==> config.mk <==
export PLATFORM = sky130hd
export DESIGN_NAME = cnt_iter
export DESIGN_NICKNAME = d
export VERILOG_FILES = /design/src/rtl/cnt_iter_pkg.sv /design/src/rtl/cnt_chunk.sv /design/src/rtl/cnt_iter.sv
export SDC_FILE = /design/constraint.sdc
export NUM_CORES = 1
export LEC_CHECK = 0
export ABC_AREA = 1
export BUFFER_PORTS_ARGS = -buffer_cell sky130_fd_sc_hd__clkbuf_2
export CAP_MARGIN = 25
export CORE_ASPECT_RATIO = 1.1
export CORE_UTILIZATION = 30
export DETAILED_ROUTE_END_ITERATION = 10
export SLEW_MARGIN = 20
export SYNTH_ARGS = -nofsm -noshare
export SYNTH_HDL_FRONTEND = slang
export SYNTH_HIERARCHICAL = 1
export SYNTH_SLANG_ARGS = --single-unit
==> constraint.sdc <==
create_clock -name clk -period 4.4 [get_ports clk]
set_clock_uncertainty 0.1 [all_clocks]
set_input_delay 0.44 -clock clk [delete_from_list [all_inputs] [get_ports clk]]
set_output_delay 0.44 -clock clk [all_outputs]
set_load 0.005 [all_outputs]
==> src/rtl/cnt_iter_pkg.sv <==
`default_nettype none
// +----------------------------------------------------------------------+
// | cnt_iter_pkg : shared types and sizing helpers for the count unit     |
// | Revision     : 1.0                                                    |
// +----------------------------------------------------------------------+
package cnt_iter_pkg;

    typedef enum logic [1:0] {
        CNT_CLZ  = 2'b00,
        CNT_CTZ  = 2'b01,
        CNT_CPOP = 2'b10
    } cnt_op_t;

    typedef enum logic [1:0] {
        IDLE = 2'b00,
        RUN  = 2'b01,
        DONE = 2'b10
    } cnt_state_t;

    function automatic int nch_max(input int width, input int chunk);
        return width / chunk;
    endfunction

    function automatic int cnt_width(input int width, input int chunk);
        return $clog2(width / chunk) + 1;
    endfunction

endpackage
`default_nettype wire

==> src/rtl/cnt_chunk.sv <==
`default_nettype none
// +----------------------------------------------------------------------+
// | cnt_chunk : popcount, leading-zero count and zero flag of one chunk   |
// | Revision  : 1.0                                                       |
// +----------------------------------------------------------------------+
module cnt_chunk #(
    parameter int CHUNK = 8
) (
    input  logic [CHUNK-1:0]       chunk,
    output logic [$clog2(CHUNK):0] popcnt,
    output logic [$clog2(CHUNK):0] lzc,
    output logic                   zero
);
    localparam int c_cw = $clog2(CHUNK) + 1;

    logic w_found;

    always_comb begin
        popcnt  = '0;
        lzc     = '0;
        w_found = 1'b0;
        for (int i = CHUNK - 1; i >= 0; i--) begin
            popcnt = popcnt + c_cw'(chunk[i]);
            if (!w_found) begin
                if (chunk[i]) w_found = 1'b1;
                else          lzc = lzc + c_cw'(1);
            end
        end
        zero = ~|chunk;
    end

endmodule
`default_nettype wire

==> src/rtl/cnt_iter.sv <==
`default_nettype none
// +----------------------------------------------------------------------+
// | cnt_iter : multi-cycle clz/ctz/cpop, CHUNK bits scanned per cycle     |
// | Revision : 1.0                                                        |
// +----------------------------------------------------------------------+
module cnt_iter
    import cnt_iter_pkg::*;
#(
    parameter int WIDTH = 64,
    parameter int CHUNK = 8
) (
    input  logic             clk,
    input  logic             reset,
    input  logic             Start,
    input  logic             Flush,
    input  logic [WIDTH-1:0] A,
    input  logic [1:0]       Op,
    input  logic             W64,
    output logic             Ready,
    output logic             Done,
    output logic [WIDTH-1:0] Result
);
    localparam int c_nch_max = nch_max(WIDTH, CHUNK);
    localparam int c_cntw    = cnt_width(WIDTH, CHUNK);
    localparam int c_rw      = $clog2(WIDTH) + 1;
    localparam int c_cw      = $clog2(CHUNK) + 1;
    localparam logic [WIDTH-1:0] c_lomask = WIDTH'(32'hFFFF_FFFF);

    cnt_state_t        r_state, w_next;
    cnt_op_t           r_op, w_op_in;
    logic [WIDTH-1:0]  r_sh, r_result;
    logic [c_rw-1:0]   r_acc, w_sum;
    logic [c_cntw-1:0] r_cnt, r_nch;

    logic              w_w, w_accept, w_last_chunk, w_final, w_zero;
    logic [WIDTH-1:0]  w_src, w_rev, w_load;
    logic [c_cw-1:0]   w_pop, w_lzc, w_add;
    logic [CHUNK-1:0]  w_chunk;

    assign w_w      = W64 && (WIDTH == 64);
    assign w_accept = (r_state == IDLE) && Start && !Flush;

    always_comb begin
        case (Op)
            2'b00:   w_op_in = CNT_CLZ;
            2'b01:   w_op_in = CNT_CTZ;
            default: w_op_in = CNT_CPOP;
        endcase
    end

    // Word ops scan the low word from the top of the register, so NCH halves.
    assign w_src = w_w ? (A & c_lomask) : A;
    always_comb begin
        w_rev = '0;
        for (int i = 0; i < WIDTH; i++) w_rev[i] = w_src[WIDTH-1-i];
    end
    assign w_load = (w_op_in == CNT_CTZ) ? w_rev :
                    (w_w ? (w_src << (WIDTH - 32)) : w_src);

    assign w_chunk = r_sh[WIDTH-1 -: CHUNK];

    cnt_chunk #(.CHUNK(CHUNK)) u_chunk (
        .chunk  (w_chunk),
        .popcnt (w_pop),
        .lzc    (w_lzc),
        .zero   (w_zero)
    );

    // An all-zero chunk yields lzc == CHUNK, so clz/ctz always add lzc.
    assign w_add        = (r_op == CNT_CPOP) ? w_pop : w_lzc;
    assign w_sum        = r_acc + c_rw'(w_add);
    assign w_last_chunk = (r_cnt == r_nch - c_cntw'(1));
    assign w_final      = (r_state == RUN) &&
                          ((r_op == CNT_CPOP) ? w_last_chunk : (!w_zero || w_last_chunk));

    always_comb begin
        w_next = r_state;
        case (r_state)
            IDLE:    if (Start) w_next = RUN;
            RUN:     if (w_final) w_next = DONE;
            DONE:    w_next = IDLE;
            default: w_next = IDLE;
        endcase
        if (Flush) w_next = IDLE;
    end

    always_ff @(posedge clk or posedge reset) begin
        if (reset) r_state <= IDLE;
        else       r_state <= w_next;
    end

    always_ff @(posedge clk or posedge reset) begin
        if (reset) begin
            r_sh     <= '0;
            r_acc    <= '0;
            r_cnt    <= '0;
            r_nch    <= '0;
            r_op     <= CNT_CLZ;
            r_result <= '0;
        end else if (w_accept) begin
            r_sh  <= w_load;
            r_acc <= '0;
            r_cnt <= '0;
            r_nch <= w_w ? c_cntw'(32 / CHUNK) : c_cntw'(c_nch_max);
            r_op  <= w_op_in;
        end else if ((r_state == RUN) && !Flush) begin
            r_sh  <= r_sh << CHUNK;
            r_acc <= w_sum;
            r_cnt <= r_cnt + c_cntw'(1);
            if (w_final) r_result <= WIDTH'(w_sum);
        end
    end

    assign Ready  = (r_state == IDLE);
    assign Done   = (r_state == DONE);
    assign Result = r_result;

endmodule
`default_nettype wire

==> results of run 1 <==
-- synthesized netlist by cell type (all sizes together) --
| library cell | number | area [um2] |
|---|---|---|
| nand2 | 207 | 812.0 |
| o21ai | 122 | 610.6 |
| inv | 101 | 381.6 |
| dfrtp | 88 | 2202 |
| buf | 87 | 620.6 |
| nand3 | 83 | 447.9 |
| a21oi | 48 | 240.2 |
| nor2 | 36 | 211.5 |
| clkbuf | 17 | 63.81 |
| ha | 16 | 200.2 |
| o211ai | 14 | 105.1 |
| o221ai | 14 | 122.6 |
| fa | 5 | 100.1 |
| a22o | 4 | 35.03 |
| mux2 | 4 | 45.04 |
| a31oi | 3 | 18.77 |
| xor2 | 3 | 33.79 |
| clkinv | 2 | 7.510 |
| nand4 | 2 | 12.51 |
| nor3 | 2 | 15.01 |
| xnor2 | 2 | 17.52 |
| a21o | 1 | 7.510 |
| a22oi | 1 | 7.510 |
| conb | 1 | 3.750 |
| o21bai | 1 | 7.510 |
| or2 | 1 | 6.260 |
-- per-layer routing --
layer | share of wire | vias up | GRT usage | wire length (um)
met5 | 0 | - | 0 | 0
met2 | 0.49 | 152 | 0.2638 | 7633
li1 | - | 2850 | - | -
met4 | 0.0072 | 0 | 0.03157 | 112
met1 | 0.46 | 2628 | 0.1948 | 7169
met3 | 0.047 | 7 | 0.02415 | 737
-- power by group --
| part | switching (mW) | total, mW | leakage (nW) | internal [mW] |
|---|---|---|---|---|
| Combinational | 0.801 | 1.40 | 2.31 | 0.603 |
| Clock | 0.335 | 0.896 | 0.167 | 0.561 |
| Sequential | 0.147 | 1.18 | 1.12 | 1.03 |
| Total | 1.28 | 3.48 | 3.59 | 2.19 |
-- timing repair --
| item | in CTS | in global routing |
|---|---|---|
| setup endpoints to repair | 4 | 12 |
| setup buffers | 0 | 1 |
| pin swaps | 0 | 12 |
| resized for setup | 2 | 26 |
-- state kept, by name, summed over array words and instances (netlist names) --
| signal | flops |
|---|---|
| r_op | 2 |
| r_cnt | 4 |
| Result | 7 |
| r_nch | 2 |
| r_acc | 7 |
| r_state | 2 |
| r_sh | 64 |
-- worst max-delay path: cells and delay by family, from the launching register on --
kind | cells | cell delay [ns]
compound gates | 3 | 0.35
fa+ha+maj | 5 | 1.32
buf+inv | 4 | 0.32
flops | 1 | 0.42
mux | 1 | 0.30
simple gates | 15 | 1.25
-- cell families (layout without fill, tap and decap cells) --
| kind of cell | after synthesis | count (layout) |
|---|---|---|
| simple gates | 331 | 331 |
| compound gates | 208 | 208 |
| buf+inv | 207 | 219 |
| flops | 88 | 88 |
| fa+ha+maj | 21 | 21 |
| xor+xnor | 5 | 5 |
| mux | 4 | 4 |
| other cells | 1 | 57 |
-- path summary, 6_finish.rpt --
kind / to / slack (ns) / cells after the start
worst max-delay path: Result[4]$_DFFE_PP0P_ / 0.24 / 28
worst min-delay path: r_sh[15]$_DFFE_PP0P_ / 0.07 / 2
worst max register to register: Result[4]$_DFFE_PP0P_ / 0.24 / 28
worst min register to register: Result[3]$_DFFE_PP0P_ / 0.38 / 2
max in group asynchronous: r_sh[59]$_DFFE_PP0P_ / 3.01 / 3
min in group clk: r_op[1]$_DFFE_PP0P_ / 0.29 / 3
-- through the flow --
step	setup TNS [ns]	instance area, um2	setup slack (ns)
after detailed placement	-0.08733	6754	-0.03356
after global placement	0	6734	0.05629
after floorplan	0	6546	0.05559
after CTS	0	7108	0.05766
after global routing	-0.07919	7238	-0.02267
final	0	7238	0.2391
-- layout make-up --
cell class | instances | area [um2]
sequential | 88 | 2202
fill | 2186 | 13410
multi-input combinational | 626 | 3395
clock buffer | 9 | 225.2
clock inverter | 7 | 123.9
timing repair buffer | 100 | 581.8
inverter | 103 | 390.4
tap | 256 | 320.3
==> metrics.cfg, run 1 <==
[outcome]
status=completed

[timing]
relSlewSlack=0.5218
worst_pin_slew_ns=0.7165
final-hold-violation-count=0
fin_crit_ns=4.161
hold_slack_ns=0.07123
report.final.slew_viol_count=0
finalCritPeriodShare=0.9457
fmax_mhz=240.3
finalSetupViolCount=0

[cells_and_area]
drive_gt1_frac=0.1833
final_common_cell=nand2_1
fin_util=0.3506
area_delta_synth_final_pct=14.24
antenna-diode-count=0
final_cells=1189
nets=1020
final_cell_mix=nand2_1 (195), o21ai_0 (115), inv_1 (89), dfrtp_1 (88), clkbuf_2 (79)

[synthesis]
synth_xor_xnor_area_share=0.008096
yosys.cell_types.count=40
synth-simple-area-share=0.2376
muxShareOfSynthArea=0.007109
synth_seq_cells=88
syn_avg_cell_area_um2=7.325
synth_compound_area_frac=0.1823
synth_top_family_by_area=simple AND/OR/NAND/NOR gates
syn_inst=865
synth_fa_ha_area_frac=0.04739
syn_area_mm2=0.006336
ys_seq_area_frac=0.3476
ys_warn_count=6

[placement]
io_buffers=79
hpwl_um=11090
place_congestion=0.7922
place_inst=1172

[hold_path]
min_path_type=primary input to async pin

[drt]
wl_per_cell_um=13.16
drt-pass1-iter-count=5
wl_um=15650
num_vias=5637
drtIter0Drc=288
vias_per_cell=4.741
drc_errors=0
antenna_left=0

[setup_path]
worstSetupEndpointType=flop
cp.arrival_ns=4.30
critPathMaxFanout=8
crit_slowest_cell=dfrtp_1
required_ns=4.54
critPathKind=flop to flop
startpoint_type=flop
reg2reg_from=r_sh[62]$_DFFE_PP0P_
critPathMaxStageDelay_ns=0.42
crit_top_cell=nand2_1
crit_start=r_sh[62]$_DFFE_PP0P_

[die]
initial_core_util=0.3069
die_area_mm2=0.02171
die-height_um=154.4
num_rows=55
ios=137
die_width_um=140.6
fp.coreArea_mm2=0.02064

[cts]
root_buffer=clkbuf_16
clk_latency_ns=0.35
cts_hold_buf=0
cts_max_level=3
tritoncts=done
cts.sinks=88
clk_pin_slew_ns=0.07
cts_buffer_depth=2
numCtsBuffers=9

[pwr]
power_leakage_nw=3.590
finalPower_mw=3.478
powerDensity_mw_per_mm2=480.5
vdd_drop_max_mv=0.2395

[global_routing]
grt.total_usage=0.1505
overflow=0
antenna_found_initial=0
grt_max_degree=61
grt_pass1_vias=5300
grt_first_pass_wirelength_um=26280

[flow_run]
drv_cap=0

(Power assumes the default switching activity.)
==> run 2: changes to the inputs <==
--- a/config.mk
+++ b/config.mk
@@ -5,13 +5,12 @@
 export SDC_FILE = /design/constraint.sdc
 export NUM_CORES = 1
 export LEC_CHECK = 0
-export ABC_AREA = 1
 export BUFFER_PORTS_ARGS = -buffer_cell sky130_fd_sc_hd__clkbuf_2
 export CAP_MARGIN = 25
 export CORE_ASPECT_RATIO = 1.1
 export CORE_UTILIZATION = 30
 export DETAILED_ROUTE_END_ITERATION = 10
-export SLEW_MARGIN = 20
+export SLEW_MARGIN = 40
 export SYNTH_ARGS = -nofsm -noshare
 export SYNTH_HDL_FRONTEND = slang
 export SYNTH_HIERARCHICAL = 1
==> run 2 against run 1 <==
Against the previous run:
- the run now ends with setup timing left
- sequential cell count stayed put
- synthesized area is 5.2% lower
- hold slack worse by 0.061 ns
- setup slack worse by 0.91 ns
- critical endpoint is now Result[6]$_DFFE_PP0P_
- register-to-register slack worse by 0.91 ns
- wire length is 12% lower
- via count is 19% lower
- sequential power hardly changed
- final area is 2.2% lower
- combinational power is 15% higher
==> metrics.cfg, run 2 <==
[outcome]
status=finished, violations left
violations=setup timing

[synthesis]
synth_top_family_by_area=multiplexers
synth-async-reset-ratio=1.000
yosysMostFrequentCell=mux2i_1
ys_top_cells_by_count=mux2i_1 (107), dfrtp_1 (88), nand2_1 (62)
syn_inst=614
yosysTopAreaCell=dfrtp_1
ys_warn_count=6
muxShareOfSynthArea=0.1970
yosys.cell_types.count=58
yosysTopAreaCellShare=0.3665
syn_area_mm2=0.006008
ys_seq_area_frac=0.3665
syn_avg_cell_area_um2=9.785
synth_flop_cell=dfrtp_1
synth_seq_cells=88
synth_edf_count=0
ys_top_cells_by_area=dfrtp_1 (37%), mux2i_1 (18%), buf_4 (7.4%)
synth_fa_ha_area_frac=0.04998
synth_compound_area_frac=0.1562
synth-simple-area-share=0.08767
synth_xor_xnor_area_share=0.02915

[cells_and_area]
area_delta_synth_final_pct=17.83
fillers=1951
finalInstanceArea_mm2=0.007079
final_common_cell=mux2i_1
antenna-diode-count=0
final_cells=952
drive_gt1_frac=0.2553
final_cell_mix=mux2i_1 (107), dfrtp_1 (88), clkbuf_2 (79), nand2_1 (62), conb_1 (57)
regMostFlops=r_sh
nets=792
largest_reg_flops=64

[drt]
drt-pass1-iter-count=4
num_vias=4546
wl_per_cell_um=14.48
antenna_left=0
drc_errors=0
wl_um=13780
vias_per_cell=4.775
drtIter0Drc=258

[timing]
fin_crit_ns=5.075
rsz0062_at_grt=true
fmax_mhz=197.0
finalCritPeriodShare=1.153
fin_ws_ns=-0.6751
relSlewSlack=0.4744
worst_pin_slew_ns=0.7849
final-hold-violation-count=0
hold_slack_ns=0.01034
finalSetupViolCount=10
report.final.slew_viol_count=0

[setup_path]
cp.arrival_ns=5.21
required_ns=4.53
critPathKind=flop to flop
startpoint_type=flop
critPathMaxFanout=3
reg2reg_slack_ns=-0.68
worstSetupEndpointType=flop

[cts]
cts.sinks=88
clk_latency_ns=0.35
cts_hold_buf=0
cts_max_level=3
clk_pin_slew_ns=0.07
cts_buffer_depth=2
tritoncts=done
root_buffer=clkbuf_16
numCtsBuffers=9

[pwr]
vdd_drop_max_mv=0.2896
finalPower_mw=3.592
powerDensity_mw_per_mm2=507.4
power_leakage_nw=3.565

[placement]
place_inst=931
place_area_mm2=0.006668
post-place-ws_ns=-0.6858
place_congestion=0.7814
io_buffers=79
hpwl_um=10020

[die]
die_width_um=136.9
ios=137
fp.coreArea_mm2=0.01936
die-height_um=150.4
initial_core_util=0.3103
die_area_mm2=0.02060
num_rows=53

[global_routing]
grt.total_usage=0.1392
antenna_found_initial=0
grt_first_pass_wirelength_um=22340
grt_pass1_vias=4442
overflow=0
grt_max_degree=62

[flow_run]
drv_cap=0

[hold_path]
min_path_type=primary input to async pin

-- run 2: path summary, 6_finish.rpt --
check,endpoint,from,cells after the start
hold reg to reg,r_op[0]$_DFFE_PP0P_,r_op[0]$_DFFE_PP0P_,2
max in group asynchronous,r_acc[0]$_DFFE_PP0P_,reset,3
setup / recovery,Result[6]$_DFFE_PP0P_,r_sh[62]$_DFFE_PP0P_,26
min in group clk,r_op[1]$_DFFE_PP0P_,Op[1],3
hold / removal,r_sh[0]$_DFFE_PP0P_,reset,2
setup reg to reg,Result[6]$_DFFE_PP0P_,r_sh[62]$_DFFE_PP0P_,26
-- run 2: kinds of logic (layout without fill, tap and decap cells) --
family / after synthesis / in the layout
other cells: 1 / 57
simple gates: 106 / 106
xor+xnor: 20 / 20
buf+inv: 111 / 146
fa+ha+maj: 21 / 21
mux: 117 / 117
flops: 88 / 88
compound gates: 150 / 150
-- run 2: report_power, final --
group / switching, mW / internal, mW / total, mW
logic: 0.795 / 0.812 / 1.61
clock network: 0.322 / 0.498 / 0.820
registers: 0.144 / 1.02 / 1.16
total: 1.26 / 2.33 / 3.59
-- run 2: timing repair --
action | in CTS | in global routing
setup endpoints to repair | 11 | 12
resized for setup | 3 | 10
pin swaps | 2 | 8
buffers inserted | 2 | 3
-- run 2: metrics by stage --
step	TNS (ns)	util
floorplan	-4.658	-
finish	-5.476	0.3656
global placement	-4.506	0.3413
detailed placement	-5.471	0.3443
CTS	-5.618	0.3619
global route	-8.274	0.3656
-- run 2: worst max-delay path, stage by stage, from the launching register on --
cell and delay (ns):
dfrtp_1 0.38, inv_2 0.06, ha_4 0.15, and2b_2 0.21
xnor2_2 0.13, ha_1 0.32, xnor2_1 0.13, o31a_1 0.25
ha_1 0.28, nor4_2 0.17, a211oi_2 0.08, ha_1 0.32
inv_2 0.05, o21ai_2 0.16, ha_4 0.14, nor2b_4 0.15
xnor2_2 0.08, o21a_1 0.18, o21ai_2 0.11, xor2_1 0.17
nor2_1 0.06, mux2_4 0.28, ha_4 0.22, a21o_1 0.17
a32o_2 0.24, xor2_1 0.14, mux2_2 0.25
-- run 2: final cells by class --
class                   count  area [um2]  share of cell area
clock buffers               9       225.2             0.03181
clock inverters             7       92.59             0.01308
inverters                  15       61.31            0.008660
multi-input cells         471        3491              0.4931
flip-flops and latches     88        2202              0.3111
well taps                 247       309.0             0.04365
repair buffers            115       698.2             0.09862
-- run 2: layer usage --
layer  track usage  part of all wire  wire (um)  vias up
li1              -                 -          -     2262
met1        0.1902              0.48       6583     2199
met2        0.2255              0.49       6734       79
met3       0.02458             0.026        358        6
met4       0.03626            0.0078        107        0
met5             0                 0          0        -
==> run 3: changes to the inputs <==
--- a/config.mk
+++ b/config.mk
@@ -6,9 +6,10 @@
 export NUM_CORES = 1
 export LEC_CHECK = 0
 export BUFFER_PORTS_ARGS = -buffer_cell sky130_fd_sc_hd__clkbuf_2
-export CAP_MARGIN = 25
+export CAP_MARGIN = 10
 export CORE_ASPECT_RATIO = 1.1
 export CORE_UTILIZATION = 30
+export CTS_BUF_LIST = sky130_fd_sc_hd__clkbuf_2
 export DETAILED_ROUTE_END_ITERATION = 10
 export SLEW_MARGIN = 40
 export SYNTH_ARGS = -nofsm -noshare
==> run 3 against run 2 <==
Against the previous run:
- setup slack worse by 0.018 ns
- first-iteration DRC count is 8.5% lower
- the run still ends with setup timing left
- count of clock-buffer cells in the layout stayed put
- sequential cell count stayed put
- combinational power hardly changed
- sequential share of layout area is 0.66 points higher
- highest routed layer unchanged
- hold slack better by 0.055 ns
- critical endpoint unchanged
- power is 9.7% lower
- via count hardly changed
==> metrics.cfg, run 3 (synthesized netlist as in run 2, its figures left out) <==
[outcome]
status=finished, violations left
violations=setup timing

[drt]
vias_per_cell=4.748
num_vias=4544
antenna_left=0
drc_errors=0
drt-pass1-iter-count=4
wl_per_cell_um=14.40
drtIter0Drc=236
wl_um=13780

[global_routing]
grt.total_usage=0.1387
overflow=0
grt_pass1_vias=4464
grt_first_pass_wirelength_um=22340
grt_max_degree=62
antenna_found_initial=1

[timing]
report.final.slew_viol_count=0
finalSetupViolCount=10
fin_crit_ns=5.093
relSlewSlack=0.4736
worst_pin_slew_ns=0.7862
hold_slack_ns=0.06522
finalCritPeriodShare=1.157
fin_ws_ns=-0.6930
fmax_mhz=196.4
finalSetupTns_ns=-5.700
rsz0062_at_grt=true
final-hold-violation-count=0

[die]
initial_core_util=0.3103
fp.coreArea_mm2=0.01936
ios=137
die-height_um=150.4
die_width_um=136.9
num_rows=53
die_area_mm2=0.02060

[pwr]
vdd_drop_max_mv=0.1853
powerDensity_mw_per_mm2=467.8
power_leakage_nw=3.505

[cts]
clk_latency_ns=0.55
cts_max_level=3
root_buffer=clkbuf_2
numCtsBuffers=9
cts.sinks=88
tritoncts=done
clk_pin_slew_ns=0.27
cts_buffer_depth=2

[placement]
io_buffers=79
hpwl_um=10020
place_congestion=0.7814

[cells_and_area]
final_common_cell=mux2i_1
fillers=1981
fin_util=0.3580
largest_reg_flops=64
nets=795
final_cell_mix=mux2i_1 (107), dfrtp_1 (88), clkbuf_2 (88), nand2_1 (62), conb_1 (57)
regMostFlops=r_sh
area_delta_synth_final_pct=15.37
drive_gt1_frac=0.2556

[setup_path]
startpoint_type=flop
crit_start=r_sh[62]$_DFFE_PP0P_
worstSetupEndpointType=flop
reg2reg_from=r_sh[62]$_DFFE_PP0P_
reg2reg_slack_ns=-0.69
cp.arrival_ns=5.46
critPathMaxFanout=3
critPathKind=flop to flop
required_ns=4.77
rr_endpoint=Result[6]$_DFFE_PP0P_
r2r_cells=26

[hold_path]
whs_endpoint=r_sh[37]$_DFFE_PP0P_
min-delay-start=A[26]
hold_depth=3
min_path_type=primary input to flop

[flow_run]
drv_cap=0

-- run 3: cell types whose count changed in the layout (fill, tap and decap cells not counted), sizes merged --
cell,previous run,this run
dlygate4sd3,0,2
diode,0,2
buf,36,37
-- run 3: area by class of cell --
| class | instances | area (um2) | area share |
|---|---|---|---|
| Clock inverter | 7 | 92.59 | 0.01336 |
| Tap cell | 247 | 309.0 | 0.04458 |
| Antenna cell | 2 | 5.005 | 0.0007220 |
| Clock buffer | 9 | 45.04 | 0.006498 |
| Multi-Input combinational cell | 471 | 3491 | 0.5036 |
| Sequential cell | 88 | 2202 | 0.3177 |
| Timing Repair Buffer | 118 | 725.7 | 0.1047 |
| Inverter | 15 | 61.31 | 0.008845 |
-- run 3: where the power goes --
part | switching [mW] | leakage [nW] | internal (mW) | total (mW)
Sequential | 0.144 | 1.14 | 1.02 | 1.16
Combinational | 0.793 | 2.28 | 0.812 | 1.61
Clock | 0.287 | 0.0865 | 0.190 | 0.477
Total | 1.22 | 3.51 | 2.02 | 3.24
-- run 3: critical path: stages (launching register included) --
cell and delay, ns:
dfrtp_1 0.44, inv_2 0.06, ha_4 0.15, and2b_2 0.21, xnor2_2 0.13, ha_1 0.32, xnor2_1 0.13, o31a_1 0.25
ha_1 0.28, nor4_2 0.16, a211oi_2 0.08, ha_1 0.32, inv_2 0.05, o21ai_2 0.16, ha_4 0.14, nor2b_4 0.15
xnor2_2 0.08, o21a_1 0.18, o21ai_2 0.12, xor2_1 0.16, nor2_1 0.05, mux2_4 0.28, ha_4 0.22, a21o_1 0.17
a32o_2 0.24, xor2_1 0.14, mux2_2 0.25
-- run 3: worst max-delay path by stage --
stage	to	slack, ns
detailed placement	Result[6]$_DFFE_PP0P_	-0.69
global placement	Result[6]$_DFFE_PP0P_	-0.59
global route	Result[6]$_DFFE_PP0P_	-0.94
CTS	Result[6]$_DFFE_PP0P_	-0.69
finish	Result[6]$_DFFE_PP0P_	-0.69
floorplan	Result[6]$_DFFE_PP0P_	-0.66
-- run 3: metal layers --
layer  routed length [um]  track usage
met5                    0            0
met4                  111      0.03462
met2                 6671       0.2273
met1                 6599       0.1898
met3                  399      0.02155
-- run 3: metrics by stage --
step	power (mW)	worst slack [ns]	instance area (um2)	instances
2_1_floorplan	2.253	-0.6648	6295	670
3_3_place_gp	2.638	-0.5920	6609	928
3_5_place_dp	2.681	-0.6858	6668	931
4_1_cts	3.189	-0.6888	6859	952
5_1_grt	3.515	-0.9427	6932	957
6_report	3.243	-0.6930	6932	957
-- run 3: repair_timing --
item	in CTS	in global routing
endpoints found under the hold margin	53	0
resized for setup	4	9
hold buffers	2	0
pin swaps	1	7
endpoints found under the setup margin	11	12
gates cloned	0	0
setup buffers	3	3
